--- config.mk ---
export PLATFORM = sky130hd
export DESIGN_NAME = mult_share_arbiter
export DESIGN_NICKNAME = d
export VERILOG_FILES = /design/src/rtl/mult_pkg.sv /design/src/rtl/rr_arbiter.sv /design/src/rtl/mult_share_arbiter.sv
export SDC_FILE = /design/constraint.sdc
export NUM_CORES = 1
export LEC_CHECK = 0
export CORE_ASPECT_RATIO = 1.5
export CORE_MARGIN = 5
export CORE_UTILIZATION = 30
export CTS_CLUSTER_SIZE = 8
export DETAILED_ROUTE_END_ITERATION = 10
export GPL_ROUTABILITY_DRIVEN = 0
export SYNTH_ARGS = -nofsm -noshare
export SYNTH_HDL_FRONTEND = slang
export SYNTH_HIERARCHICAL = 1
export SYNTH_SLANG_ARGS = --single-unit
--- constraint.sdc ---
create_clock -name clk_i -period 5.5 [get_ports clk_i]
set_input_delay 1.1 -clock clk_i [delete_from_list [all_inputs] [get_ports clk_i]]
set_output_delay 1.1 -clock clk_i [all_outputs]
set_load 0.02 [all_outputs]
--- src/rtl/mult_pkg.sv ---
// rtl/mult_pkg.sv - shared widths and tag type for the multiplier-sharing arbiter
//
// Purpose: operand/result widths, default multiplier latency and the
//          {vld, id} tag that follows each product through the multiplier.
// Ports:   none (package).

package mult_pkg;

  localparam int MUL_W   = 4;
  localparam int RES_W   = 8;
  localparam int MUL_LAT = 4;
  localparam int ID_W    = 3;

  // Owner of one in-flight product; vld=0 marks an empty pipeline slot.
  typedef struct packed {
    logic            vld;
    logic [ID_W-1:0] id;
  } tag_t;

endpackage

--- src/rtl/rr_arbiter.sv ---
// rtl/rr_arbiter.sv - round-robin one-hot arbiter with its own rotating pointer
//
// Purpose: picks the first asserted request starting at the pointer and
//          moving upward with wrap-around; the pointer moves past the winner.
// Ports:
//   clk_i, rst_i  clock, asynchronous active-high reset
//   req_i         eligible requesters
//   advance_i     allow the pointer to move this cycle
//   gnt_o         one-hot grant (zero when nothing is requested)
//   gnt_id_o      index of the granted requester

module rr_arbiter #(
  parameter int N = 4,
  localparam int PW = (N > 1) ? $clog2(N) : 1
) (
  input  logic          clk_i,
  input  logic          rst_i,
  input  logic [N-1:0]  req_i,
  input  logic          advance_i,
  output logic [N-1:0]  gnt_o,
  output logic [PW-1:0] gnt_id_o
);

  logic [PW-1:0] rr_q, rr_d;
  logic          found;

  // Two passes: requesters at or above the pointer first, then the lowest
  // index overall. The second pass only fires when nothing at or above the
  // pointer asked, so it always lands below the pointer (the wrapped part).
  always_comb begin
    gnt_o    = '0;
    gnt_id_o = '0;
    found    = 1'b0;
    for (int i = 0; i < N; i++) begin
      if (!found && req_i[i] && (PW'(i) >= rr_q)) begin
        found    = 1'b1;
        gnt_o[i] = 1'b1;
        gnt_id_o = PW'(i);
      end
    end
    for (int i = 0; i < N; i++) begin
      if (!found && req_i[i]) begin
        found    = 1'b1;
        gnt_o[i] = 1'b1;
        gnt_id_o = PW'(i);
      end
    end
  end

  always_comb begin
    rr_d = rr_q;
    if (advance_i && found) begin
      rr_d = (gnt_id_o == PW'(N - 1)) ? '0 : gnt_id_o + 1'b1;
    end
  end

  always_ff @(posedge clk_i or posedge rst_i) begin
    if (rst_i) begin
      rr_q <= '0;
    end else begin
      rr_q <= rr_d;
    end
  end

endmodule

--- src/rtl/mult_share_arbiter.sv ---
// rtl/mult_share_arbiter.sv - shares one fixed-latency multiplier among NREQ requesters
//
// Purpose: grants at most one operand pair per cycle (round-robin), follows
//          each product through the multiplier with a tag pipe, and returns it
//          to its owner through a per-requester valid/ready result slot.
// Ports:
//   clk_i, rst_i                    clock, asynchronous active-high reset
//   req_valid_i/req_ready_o         operand handshake per requester
//   req_a_i/req_b_i                 4-bit operands, requester i at [4i+3:4i]
//   rsp_valid_o/rsp_ready_i         result handshake per requester
//   rsp_data_o                      8-bit products, requester i at [8i+7:8i]
//   issue_en_i                      gate for new grants
//   mul_data_rdy_o, mul_mult1_o/2_o drive the shared multiplier inputs
//   mul_res_rdy_i, mul_res_i        multiplier result
//   err_o                           sticky tag/result mismatch flag

module mult_share_arbiter
  import mult_pkg::*;
#(
  parameter int NREQ = 4,
  parameter int LAT  = MUL_LAT
) (
  input  logic                  clk_i,
  input  logic                  rst_i,
  input  logic [NREQ-1:0]       req_valid_i,
  output logic [NREQ-1:0]       req_ready_o,
  input  logic [NREQ*MUL_W-1:0] req_a_i,
  input  logic [NREQ*MUL_W-1:0] req_b_i,
  output logic [NREQ-1:0]       rsp_valid_o,
  input  logic [NREQ-1:0]       rsp_ready_i,
  output logic [NREQ*RES_W-1:0] rsp_data_o,
  input  logic                  issue_en_i,
  output logic                  mul_data_rdy_o,
  output logic [MUL_W-1:0]      mul_mult1_o,
  output logic [MUL_W-1:0]      mul_mult2_o,
  input  logic                  mul_res_rdy_i,
  input  logic [RES_W-1:0]      mul_res_i,
  output logic                  err_o
);

  localparam int IW = (NREQ > 1) ? $clog2(NREQ) : 1;

  logic [NREQ-1:0]       elig, gnt, hs, cap_1h;
  logic [NREQ-1:0]       busy_q, busy_d;
  logic [NREQ-1:0]       rsp_valid_q, rsp_valid_d;
  logic [NREQ*RES_W-1:0] rsp_data_q;
  logic [IW-1:0]         gnt_id;
  logic                  any_gnt;
  logic                  err_q, err_d;
  tag_t                  tag_q [LAT];
  tag_t                  tag_in, tag_tail;

  // A requester with a product outstanding (in flight or parked in its slot)
  // is not eligible, so its slot is always free when the product returns.
  assign elig = req_valid_i & ~busy_q & {NREQ{issue_en_i}};

  rr_arbiter #(.N(NREQ)) u_rr (
    .clk_i     (clk_i),
    .rst_i     (rst_i),
    .req_i     (elig),
    .advance_i (issue_en_i),
    .gnt_o     (gnt),
    .gnt_id_o  (gnt_id)
  );

  assign any_gnt        = |gnt;
  assign req_ready_o    = gnt;
  assign mul_data_rdy_o = any_gnt;

  always_comb begin
    mul_mult1_o = '0;
    mul_mult2_o = '0;
    for (int i = 0; i < NREQ; i++) begin
      if (gnt[i]) begin
        mul_mult1_o = req_a_i[i*MUL_W +: MUL_W];
        mul_mult2_o = req_b_i[i*MUL_W +: MUL_W];
      end
    end
  end

  always_comb begin
    tag_in     = '0;
    tag_in.vld = any_gnt;
    tag_in.id  = ID_W'(gnt_id);
  end

  assign tag_tail = tag_q[LAT-1];

  // Capture only when the multiplier and the tag pipe agree a product is due.
  always_comb begin
    cap_1h = '0;
    for (int i = 0; i < NREQ; i++) begin
      cap_1h[i] = mul_res_rdy_i && tag_tail.vld && (tag_tail.id == ID_W'(i));
    end
  end

  assign hs          = rsp_valid_q & rsp_ready_i;
  assign rsp_valid_d = (rsp_valid_q & ~hs) | cap_1h;
  assign busy_d      = (busy_q | gnt) & ~hs;
  // Any disagreement between the multiplier and the tag pipe is fatal to
  // that product; it is dropped and the flag stays up until reset.
  assign err_d       = err_q | (mul_res_rdy_i != tag_tail.vld);

  always_ff @(posedge clk_i or posedge rst_i) begin
    if (rst_i) begin
      busy_q      <= '0;
      rsp_valid_q <= '0;
      rsp_data_q  <= '0;
      err_q       <= 1'b0;
      for (int s = 0; s < LAT; s++) begin
        tag_q[s] <= '0;
      end
    end else begin
      busy_q      <= busy_d;
      rsp_valid_q <= rsp_valid_d;
      err_q       <= err_d;
      tag_q[0]    <= tag_in;
      for (int s = 1; s < LAT; s++) begin
        tag_q[s] <= tag_q[s-1];
      end
      for (int i = 0; i < NREQ; i++) begin
        if (cap_1h[i]) begin
          rsp_data_q[i*RES_W +: RES_W] <= mul_res_i;
        end
      end
    end
  end

  assign rsp_valid_o = rsp_valid_q;
  assign rsp_data_o  = rsp_data_q;
  assign err_o       = err_q;

endmodule

### Word-level counts from Yosys, hierarchy flattened

Cells that the tools add are included.

| word-level totals | value |
|---|---|
| register bits | 55 |
| latch bits | 0 |
| RAM bits | 0 |
| bits in read-only memories | 0 |
| bits of input ports | 52 |
| output and inout bits | 50 |
| word-level logic and storage cells | 93 |
| memories | 0 |

| cells by class | value |
|---|---|
| $add $sub $neg | 1 |
| multipliers | 0 |
| divide/modulo/power cells | 0 |
| order comparisons | 4 |
| equality and inequality tests | 5 |
| shift-type cells | 0 |
| multiplexer cells | 31 |
| bitwise gates (word level) | 10 |
| reductions and logical operators | 26 |

Operators with widths:

| kind | count |
|---|---|
| $mux 4 | 8 |
| $and 4x4->4 | 5 |
| $logic_and 1x1->1 | 17 |
| $mux 1 | 16 |
| $mux 2 | 7 |
| $not 4->4 | 2 |
| $or 4x4->4 | 2 |
| $logic_not 1->1 | 7 |
| $eq 2x2->1 const B | 3 |
| $ge 1x2->1 const A | 2 |
| $ge 2x2->1 const A | 2 |
| $reduce_or 4->1 | 1 |
| $logic_not 3->1 | 1 |
| $add 2x1->2 const B | 1 |
| $eq 2x1->1 const B | 1 |
| $ne 1x1->1 | 1 |
| $or 1x1->1 | 1 |

### Longest topological paths before layout

Gate-level depths: netlist of run 1.

| depth | value |
|---|---|
| word-level depth | 31 |
| gate-level depth with buffers | 10 |

### Modules after synthesis

Netlist of run 1, hierarchy kept.

By module, submodules not included:

| module | instances | cells an instance | area each (µm²) | sequential area each (µm²) |
|---|---|---|---|---|
| mult_share_arbiter | 1 | 149 | 2064.5 | 1326.3 |
| rr_arbiter | 1 | 33 | 252.7 | 50.0 |

### Worst setup path before layout of run 1

No wires, ideal clock.

| timing | value |
|---|---|
| path kind | input to output |
| start | input port req_valid_i[0] |
| end | output port mul_mult1_o[2] |
| data arrival time | 3.363 ns |
| required time | 4.400 ns |
| path slack | 1.037 ns |
| stages | 9 |
| cells stage by stage | nand2_1 > nor2_1 > a21oi_1 > o21ai_1 > o2bb2a_1 > nor2b_1 > clkbuf_1 > a22oi_1 > a221oi_1 |

| on the way | value |
|---|---|
| elaborated cells on any way between the ends | 38 |
| classes of those cells | mux: 18; bitwise: 2; reduce/logical: 18 |

RTL lines:

| what | RTL line | source |
|---|---|---|
| from (decl) | mult_share_arbiter.sv:25 | `input logic [NREQ-1:0] req_valid_i,` |
| $and 4x4->4 * (2 in a row) | mult_share_arbiter.sv:55 | `assign elig = req_valid_i & ~busy_q & {NREQ{issue_en_i}};` |
| net elig[0] | mult_share_arbiter.sv:43 | `logic [NREQ-1:0] elig, gnt, hs, cap_1h;` |
| $logic_and 1x1->1 | rr_arbiter.sv:35 | `if (!found && req_i[i] && (PW'(i) >= rr_q)) begin` |
| $mux 1 | rr_arbiter.sv:35 |  |
| $logic_not 1->1 | rr_arbiter.sv:35 |  |
| $logic_and 1x1->1 (2 in a row) | rr_arbiter.sv:35 |  |
| $mux 1 | rr_arbiter.sv:35 |  |
| $logic_not 1->1 | rr_arbiter.sv:35 |  |
| [... 7 more ...] | n/a |  |
| $logic_not 1->1 | rr_arbiter.sv:42 | `if (!found && req_i[i]) begin` |
| $logic_and 1x1->1 | rr_arbiter.sv:42 |  |
| $mux 1 | rr_arbiter.sv:42 |  |
| $logic_not 1->1 | rr_arbiter.sv:42 |  |
| $logic_and 1x1->1 | rr_arbiter.sv:42 |  |
| $mux 1 * | rr_arbiter.sv:42 |  |
| net req_ready_o[1] | mult_share_arbiter.sv:26 | `output logic [NREQ-1:0] req_ready_o,` |
| $mux 4 * (3 in a row) | mult_share_arbiter.sv:74 | `if (gnt[i]) begin` |
| to (decl) | mult_share_arbiter.sv:34 | `output logic [MUL_W-1:0] mul_mult1_o,` |

The timed path passes the listed nets; every way through them passes the cells marked *.

### Final worst setup path of run 1

| timing | value |
|---|---|
| start | input port issue_en_i |
| end | output port mul_mult1_o[2] |

| on the way | value |
|---|---|
| elaborated cells on any way between the ends | 37 |
| classes of those cells | mux: 18; bitwise: 1; reduce/logical: 18 |

RTL lines:

| what | RTL line | source |
|---|---|---|
| from (decl) | mult_share_arbiter.sv:32 | `input logic issue_en_i,` |
| $and 4x4->4 * | mult_share_arbiter.sv:55 |  |
| net elig[2] | mult_share_arbiter.sv:43 |  |
| $logic_and 1x1->1 (2 in a row) | rr_arbiter.sv:35 |  |
| $mux 1 | rr_arbiter.sv:35 |  |
| $logic_not 1->1 | rr_arbiter.sv:35 |  |
| $logic_and 1x1->1 (2 in a row) | rr_arbiter.sv:35 |  |
| $mux 1 | rr_arbiter.sv:35 |  |
| $logic_not 1->1 | rr_arbiter.sv:42 |  |
| [... 4 more ...] | n/a |  |
| $mux 1 | rr_arbiter.sv:42 |  |
| $logic_not 1->1 | rr_arbiter.sv:42 |  |
| $logic_and 1x1->1 | rr_arbiter.sv:42 |  |
| $mux 1 | rr_arbiter.sv:42 |  |
| $logic_not 1->1 | rr_arbiter.sv:42 |  |
| $logic_and 1x1->1 | rr_arbiter.sv:42 |  |
| $mux 1 | rr_arbiter.sv:42 |  |
| $mux 4 * | mult_share_arbiter.sv:74 |  |

Marked as above.

==> results of run 1 <==
## power breakdown
part	total, mW	internal (mW)	switching [mW]
logic	0.754	0.397	0.358
clock network	0.323	0.172	0.151
registers	0.631	0.549	0.0827
total	1.71	1.12	0.591
## worst max path at each step
stage / startpoint / end / slack (ns) / depth (start not counted)
final: issue_en_i / mul_mult1_o[2] / 0.42 / 12
after global routing: issue_en_i / mul_mult1_o[2] / 0.17 / 9
after CTS: issue_en_i / mul_mult1_o[2] / 0.42 / 12
after detailed placement: issue_en_i / mul_mult1_o[0] / 0.45 / 8
after global placement: issue_en_i / mul_mult1_o[0] / 0.48 / 8
after floorplan: req_valid_i[0] / mul_mult1_o[2] / 1.04 / 9
## synthesized netlist by cell type (2+ instances only)
master    instances
nand2_1           6
o31a_1            2
o22ai_1           8
clkbuf_1          2
mux2_2           32
a22oi_1           8
a21oi_1          16
nor2_1           11
inv_1            11
nor2b_1           3
dfrtp_1          55
nand2b_1          3
nand3b_2          2
o21ai_0           5
## layout make-up
class	instances	area [µm²]
flip-flops and latches	55	1380
multi-input cells	112	876
well taps	102	128
repair buffers	106	1050
clock buffers	5	125
clock inverters	3	25.0
fillers	750	3940
inverters	11	41.3
## worst max-delay path, stage by stage
cell	delay [ns]
clkdlybuf4s50_1	0.57
nand2_1	0.08
nor2_1	0.34
nand2b_1	0.11
a21oi_1	0.21
a311oi_2	0.09
nor2b_1	0.19
nor2b_1	0.11
buf_4	0.17
a22oi_1	0.08
a221oi_1	0.27
clkdlybuf4s50_1	0.65
## layer usage
layer  up-vias  routed length (µm)  global-route usage (%)
li1        873                   -                       -
met1       897                2160                    14.1
met2        84                3390                    24.2
met3         7                 615                    4.67
met4         0                  99                    4.68
met5         -                   0                       0
## flip-flops by register name (all words and copies together) (netlist names)
register	count
tag_q	12
busy_q	4
err_o	1
rsp_valid_o	4
rsp_data_o	32
u_rr/rr_q	2
## cells by family after synthesis
logic type,count (synthesis),share of synthesized area [%]
flops,55,59.4
simple gates,32,8.21
fa+ha+maj,1,0.540
mux,32,15.6
compound gates,47,13.5
buf+inv,15,2.81
==> metrics.md, run 1 <==
| Metric | Value |
|---|---|
| Status | `finished, final reports clean` |
| Vias/cell | `~4.7` |
| Die height | `118 µm` |
| Drc violations | `0` |
| WHS Path Cells | `0` |
| Initial antenna violation count | `0` |
| Final Critical Period | `just over 5 ns` |
| Dpl hpwl | `between 4000 and 5000 µm` |
| Clk root buf | `clkbuf_16` |
| First-pass GRT wire length | `~10000 µm` |
| Min-delay worst type | `reg2reg` |
| DRT Pass-1 Iters | `4` |
| Core Region | `7560 µm²` |
| RSZ-0062 raised after global routing | `false` |
| Worst Setup Start Kind | `input port` |
| Reg2Reg Depth | `7` |
| Setup CP Type | `in2out` |
| Arrival time of the worst setup path | `approximately 4.0 ns` |
| Final std cells w/o fill | `a little under 400` |
| Min-delay src | `tag_q[5]` |
| Final hold slack | `0.345 ns` |
| Clock transition at path regs | `0.07 ns` |
| Final max-slew violation count | `0` |
| Hold buffer count at CTS | `0` |
| Synthesis-to-layout area growth | `56.2%` |
| Post-Syn Area | `~2300 µm²` |
| Die footprint | `~9600 µm²` |
| Avg WL per Cell | `approximately 16 µm` |
| Power Density | `472 nW/µm²` |
| Routed WL | `6270 µm` |
| TritonCTS Sinks | `55` |
| Std-Cell Rows | `39` |
| CTS tree | `built` |
| P_leak | `1.54 nW` |
| Clock latency on the worst-skew pair | `~0.30 ns` |
| Syn_area_per_cell | `between 10 and 15 µm²` |
| Post-synthesis cell count | `~180` |
| Hold Violations, Final | `0` |
| Top area cells in the synthesized netlist | `dfrtp_1 59%, mux2_2 16%, a21oi_1 3.5%` |
| Syn Nets | `between 200 and 250` |
| Total track usage | `13.5%` |
| Max frequency | `slightly below 200 MHz` |
| Diode count | `0` |
| Worst slew pin tran | `between 0.6 and 0.7 ns` |
| Rel. slew slack | `a little under three fifths` |
| Unique masters post-synth | `32` |
| Initial Util | `a little under a third` |
| Yosys warns | `6` |
| Max-cap violations | `0` |
| Period utilization | `92.3%` |
| Die width | `around 82 µm` |
| Req. time, crit path | `between 4 and 5 ns` |
| WHS Endpoint | `tag_q[1]` |
| Synth async-reset ratio | `100%` |
| DR iter-0 viols | `50` |
| Prevailing post-synth register cell | `dfrtp_1` |
| CTS Buffer Depth | `2` |
| R2r setup slk | `between 3 and 4 ns` |
| CP Capture Type | `output pin` |
| Vias in the first global route | `1952` |
| Placed cells | `a little under 400` |
| Final Total Pwr | `around 1.7 mW` |
| Placed Area | `3470 µm²` |
| Peak fanout along the critical path | `8` |
| Most common cell after layout, fill and taps aside | `clkdlybuf4s50_1` |
| Final Skew | `~0.0086 ns` |
| Resize count post-CTS | `0` |
| Sequential area share after synthesis | `just under 60%` |
| Postcts setup bufs | `0` |
| Post-Layout Inst Area | `between 3000 and 4000 µm²` |
| H-tree levels | `2` |
| Setup WS pre-CTS | `0.450 ns` |
| Largest net degree at the start of global routing | `between 50 and 60` |
| I/O pin cnt | `102` |
| Gr ovfl total | `0` |
| Final nets | `about 340` |
| Setup Total Neg Slack | `0 ns` |
| Endpoints failing setup | `0` |
| Synthesized flop and latch total | `55` |
| ANT nets after route | `0` |
| Layout cells sized above 1 | `19.2%` |
| RR Startpoint | `busy_q[1]` |
| Max rail drop VDD | `between 150 and 200 µV` |
| Post-synth EDFFs | `0` |
| Vias | `about 1900` |
| RR Endpoint | `tag_q[15]` |
| Port buffer count | `101` |
| Cts bufs inserted | `5` |
| Worst Slack Setup Final | `between 0.4 and 0.5 ns` |
| Finished Core Util | `a little under half` |
| Most frequent cells in the layout | `101 x clkdlybuf4s50_1, 55 x dfrtp_1, 32 x mux2_2` |
| Cell accounting for the most synthesized area | `dfrtp_1` |
| Synth top area share | `between 50% and 60%` |
Power figures use the tool's default switching activity.
==> run 2: changes to the inputs <==
--- a/config.mk
+++ b/config.mk
@@ -5,12 +5,17 @@
 export SDC_FILE = /design/constraint.sdc
 export NUM_CORES = 1
 export LEC_CHECK = 0
+export ABC_CLOCK_PERIOD_IN_PS = 5500
+export CELL_PAD_IN_SITES_DETAIL_PLACEMENT = 1
+export CELL_PAD_IN_SITES_GLOBAL_PLACEMENT = 2
 export CORE_ASPECT_RATIO = 1.5
 export CORE_MARGIN = 5
-export CORE_UTILIZATION = 30
+export CORE_UTILIZATION = 28
 export CTS_CLUSTER_SIZE = 8
 export DETAILED_ROUTE_END_ITERATION = 10
 export GPL_ROUTABILITY_DRIVEN = 0
+export PLACE_DENSITY_LB_ADDON = 0.1
+export SKIP_CTS_REPAIR_TIMING = 1
 export SYNTH_ARGS = -nofsm -noshare
 export SYNTH_HDL_FRONTEND = slang
 export SYNTH_HIERARCHICAL = 1
==> metrics.md, run 2 (synthesis results as in run 1) <==
| Metric | Value |
|---|---|
| Sequential power share | `37.8% (was 37.0%)` |
| Max frequency | `195 MHz (was 197 MHz)` |
| Post-Layout Inst Area | `3590 µm² (was 3620 µm²)` |
| H-tree levels | `2 (unchanged)` |
| Final hold slack | `0.350 ns (was 0.345 ns)` |
| Final std cells w/o fill | `393 (was 394)` |
| Avg WL per Cell | `16.5 µm (was 15.9 µm)` |
| Min-delay worst type | `reg2reg (unchanged)` |
| Vias in the first global route | `1985 (was 1952)` |
| Diode count | `0 (unchanged)` |
| Clock power share | `18.1% (was 18.9%)` |
| Most common cell after layout, fill and taps aside | `clkdlybuf4s50_1 (unchanged)` |
| Most frequent cells in the layout | `101 x clkdlybuf4s50_1, 55 x dfrtp_1, 32 x mux2_2 (unchanged)` |
| Gr ovfl total | `0 (unchanged)` |
| Die footprint | `10200 µm² (was 9620 µm²)` |
| Met2 routed wirelength | `3410 µm (was 3390 µm)` |
| Routed WL | `6490 µm (was 6270 µm)` |
| CTS Buffer Depth | `2 (unchanged)` |
| Footprint of the multi-input gates | `876 µm² (unchanged)` |
| Final Skew | `0.00300 ns (was 0.00862 ns)` |
| Crit path largest cell delay | `0.59 ns (was 0.65 ns)` |
| Cts bufs inserted | `5 (unchanged)` |
| Max rail drop VDD | `256 µV (was 178 µV)` |
| Die width | `84.3 µm (was 81.8 µm)` |
| Req. time, crit path | `4.40 ns (about the same)` |
| Placed Area | `3450 µm² (was 3470 µm²)` |
| Status | `finished, final reports clean (unchanged)` |
| Max-cap violations | `0 (unchanged)` |
| Vias/cell | `4.69 (was 4.72)` |
| Clk root buf | `clkbuf_16 (unchanged)` |
| DRT Pass-1 Iters | `2 (was 4)` |
| Crit path cell chain | `clkdlybuf4s50_1 -> nand2_1 -> nor2_1 -> a21oi_1 -> o21ai_1 -> o2bb2a_1 -> nor2b_1 -> nor2_1 -> a221oi_1 -> clkdlybuf4s50_1 (was clkdlybuf4s50_1 -> nand2_1 -> nor2_1 -> nand2b_1 -> a21oi_1 -> a311oi_2 -> nor2b_1 -> nor2b_1 -> buf_4 -> a22oi_1 -> a221oi_1 -> clkdlybuf4s50_1)` |
| Total track usage | `13.1% (was 13.5%)` |
| Synthesis-to-layout area growth | `55.1% (was 56.2%)` |
| Switching Fraction | `33.8% (was 34.6%)` |
| Std-Cell Rows | `40 (was 39)` |
| DRT met1 WL | `2320 µm (was 2160 µm)` |
| Hold Violations, Final | `0 (unchanged)` |
| Worst Setup Start Kind | `input port (unchanged)` |
| Max reg flops | `32 (unchanged)` |
| Clock latency on the worst-skew pair | `0.29 ns (was 0.30 ns)` |
| I/O pin cnt | `102 (unchanged)` |
| Setup Total Neg Slack | `0 ns (unchanged)` |
| TritonCTS Sinks | `55 (unchanged)` |
| Largest net degree at the start of global routing | `54 (unchanged)` |
| Dpl hpwl | `5230 µm (was 4880 µm)` |
| Core Region | `8060 µm² (was 7560 µm²)` |
| Setup CP Type | `in2out (unchanged)` |
| Placed cells | `386 (unchanged)` |
| Vias | `1842 (was 1861)` |
| FF/Latch Area | `1380 µm² (unchanged)` |
| Final nets | `341 (was 344)` |
| Port buffer count | `101 (unchanged)` |
| Initial antenna violation count | `0 (unchanged)` |
| CP Capture Type | `output pin (unchanged)` |
| Layout cells sized above 1 | `18.1% (was 19.2%)` |
| First-pass GRT wire length | `10400 µm (was 9920 µm)` |
| Final Critical Period | `5.13 ns (was 5.08 ns)` |
| CTS tree | `built (unchanged)` |
| Top Layer Used | `met4 (unchanged)` |
| Peak fanout along the critical path | `9 (was 8)` |
| Combinational power share | `44.2% (about the same)` |
| CP max-delay cell | `clkdlybuf4s50_1 (unchanged)` |
| Final max-slew violation count | `0 (unchanged)` |
| Clock transition at path regs | `0.06 ns (was 0.07 ns)` |
| P_leak | `1.52 nW (was 1.54 nW)` |
| Worst slew pin tran | `1.06 ns (was 0.672 ns)` |
| P_int | `1.12 mW (about the same)` |
| Rel. slew slack | `29.4% (was 55.2%)` |
| Fillers | `883 (was 750)` |
| ANT nets after route | `0 (unchanged)` |
| RSZ-0062 raised after global routing | `false (unchanged)` |
| Drc violations | `0 (unchanged)` |
| Die height | `121 µm (was 118 µm)` |
| Power Density | `470 nW/µm² (was 472 nW/µm²)` |
| Endpoints failing setup | `0 (unchanged)` |
| Routed met3 length | `660 µm (was 615 µm)` |
| DR iter-0 viols | `30 (was 50)` |
| Period utilization | `93.4% (was 92.3%)` |
| Arrival time of the worst setup path | `4.03 ns (was 3.98 ns)` |
| Switching Power | `0.571 mW (was 0.591 mW)` |
| Initial Util | `28.8% (was 30.6%)` |
run 2: layer usage:
layer	up-vias	track usage (%)
met3	7	5.43
met2	80	23.5
met5	-	0
met4	0	4.73
met1	895	13.4
li1	860	-
run 2: area by class of cell:
class / count / area share, %
clock buffer: 6 / 3.86
clock inverter: 1 / 0.139
inverter: 11 / 1.15
multi-input combinational: 112 / 24.4
sequential: 55 / 38.3
tap: 105 / 3.65
timing repair buffer: 103 / 28.5
run 2: critical path: cells and delay by family:
kind            cells  cell delay, ns
compound gates      4            0.67
buf+inv             2            1.13
simple gates        4            1.13
run 2: path summary, 6_finish.rpt:
kind                                  end  cells after the start       start  slack, ns
min                              tag_q[1]                      0    tag_q[5]       0.35
max in group asynchronous  rsp_data_o[16]                      2       rst_i       3.42
max reg2reg                     tag_q[15]                      7   busy_q[0]       3.20
max                        mul_mult1_o[2]                     10  issue_en_i       0.37
min reg2reg                      tag_q[1]                      0    tag_q[5]       0.35
min in group asynchronous    u_rr/rr_q[0]                      2       rst_i       1.01
run 2: through the flow:
step	total power, mW	util (%)	setup WS (ns)
2_1_floorplan	1.02	-	1.04
3_3_place_gp	1.40	42.8	0.423
3_5_place_dp	1.41	42.8	0.326
4_1_cts	1.72	44.6	0.312
5_1_grt	1.80	44.6	0.0500
6_report	1.69	44.6	0.365
run 2: power by group through the flow:
stage	Combinational, mW	Sequential, mW	Clock (mW)
global placement	0.756	0.645	0
global route	0.802	0.657	0.338
CTS	0.762	0.642	0.319
detailed placement	0.760	0.647	0
floorplan	0.274	0.749	0
finish	0.747	0.639	0.305
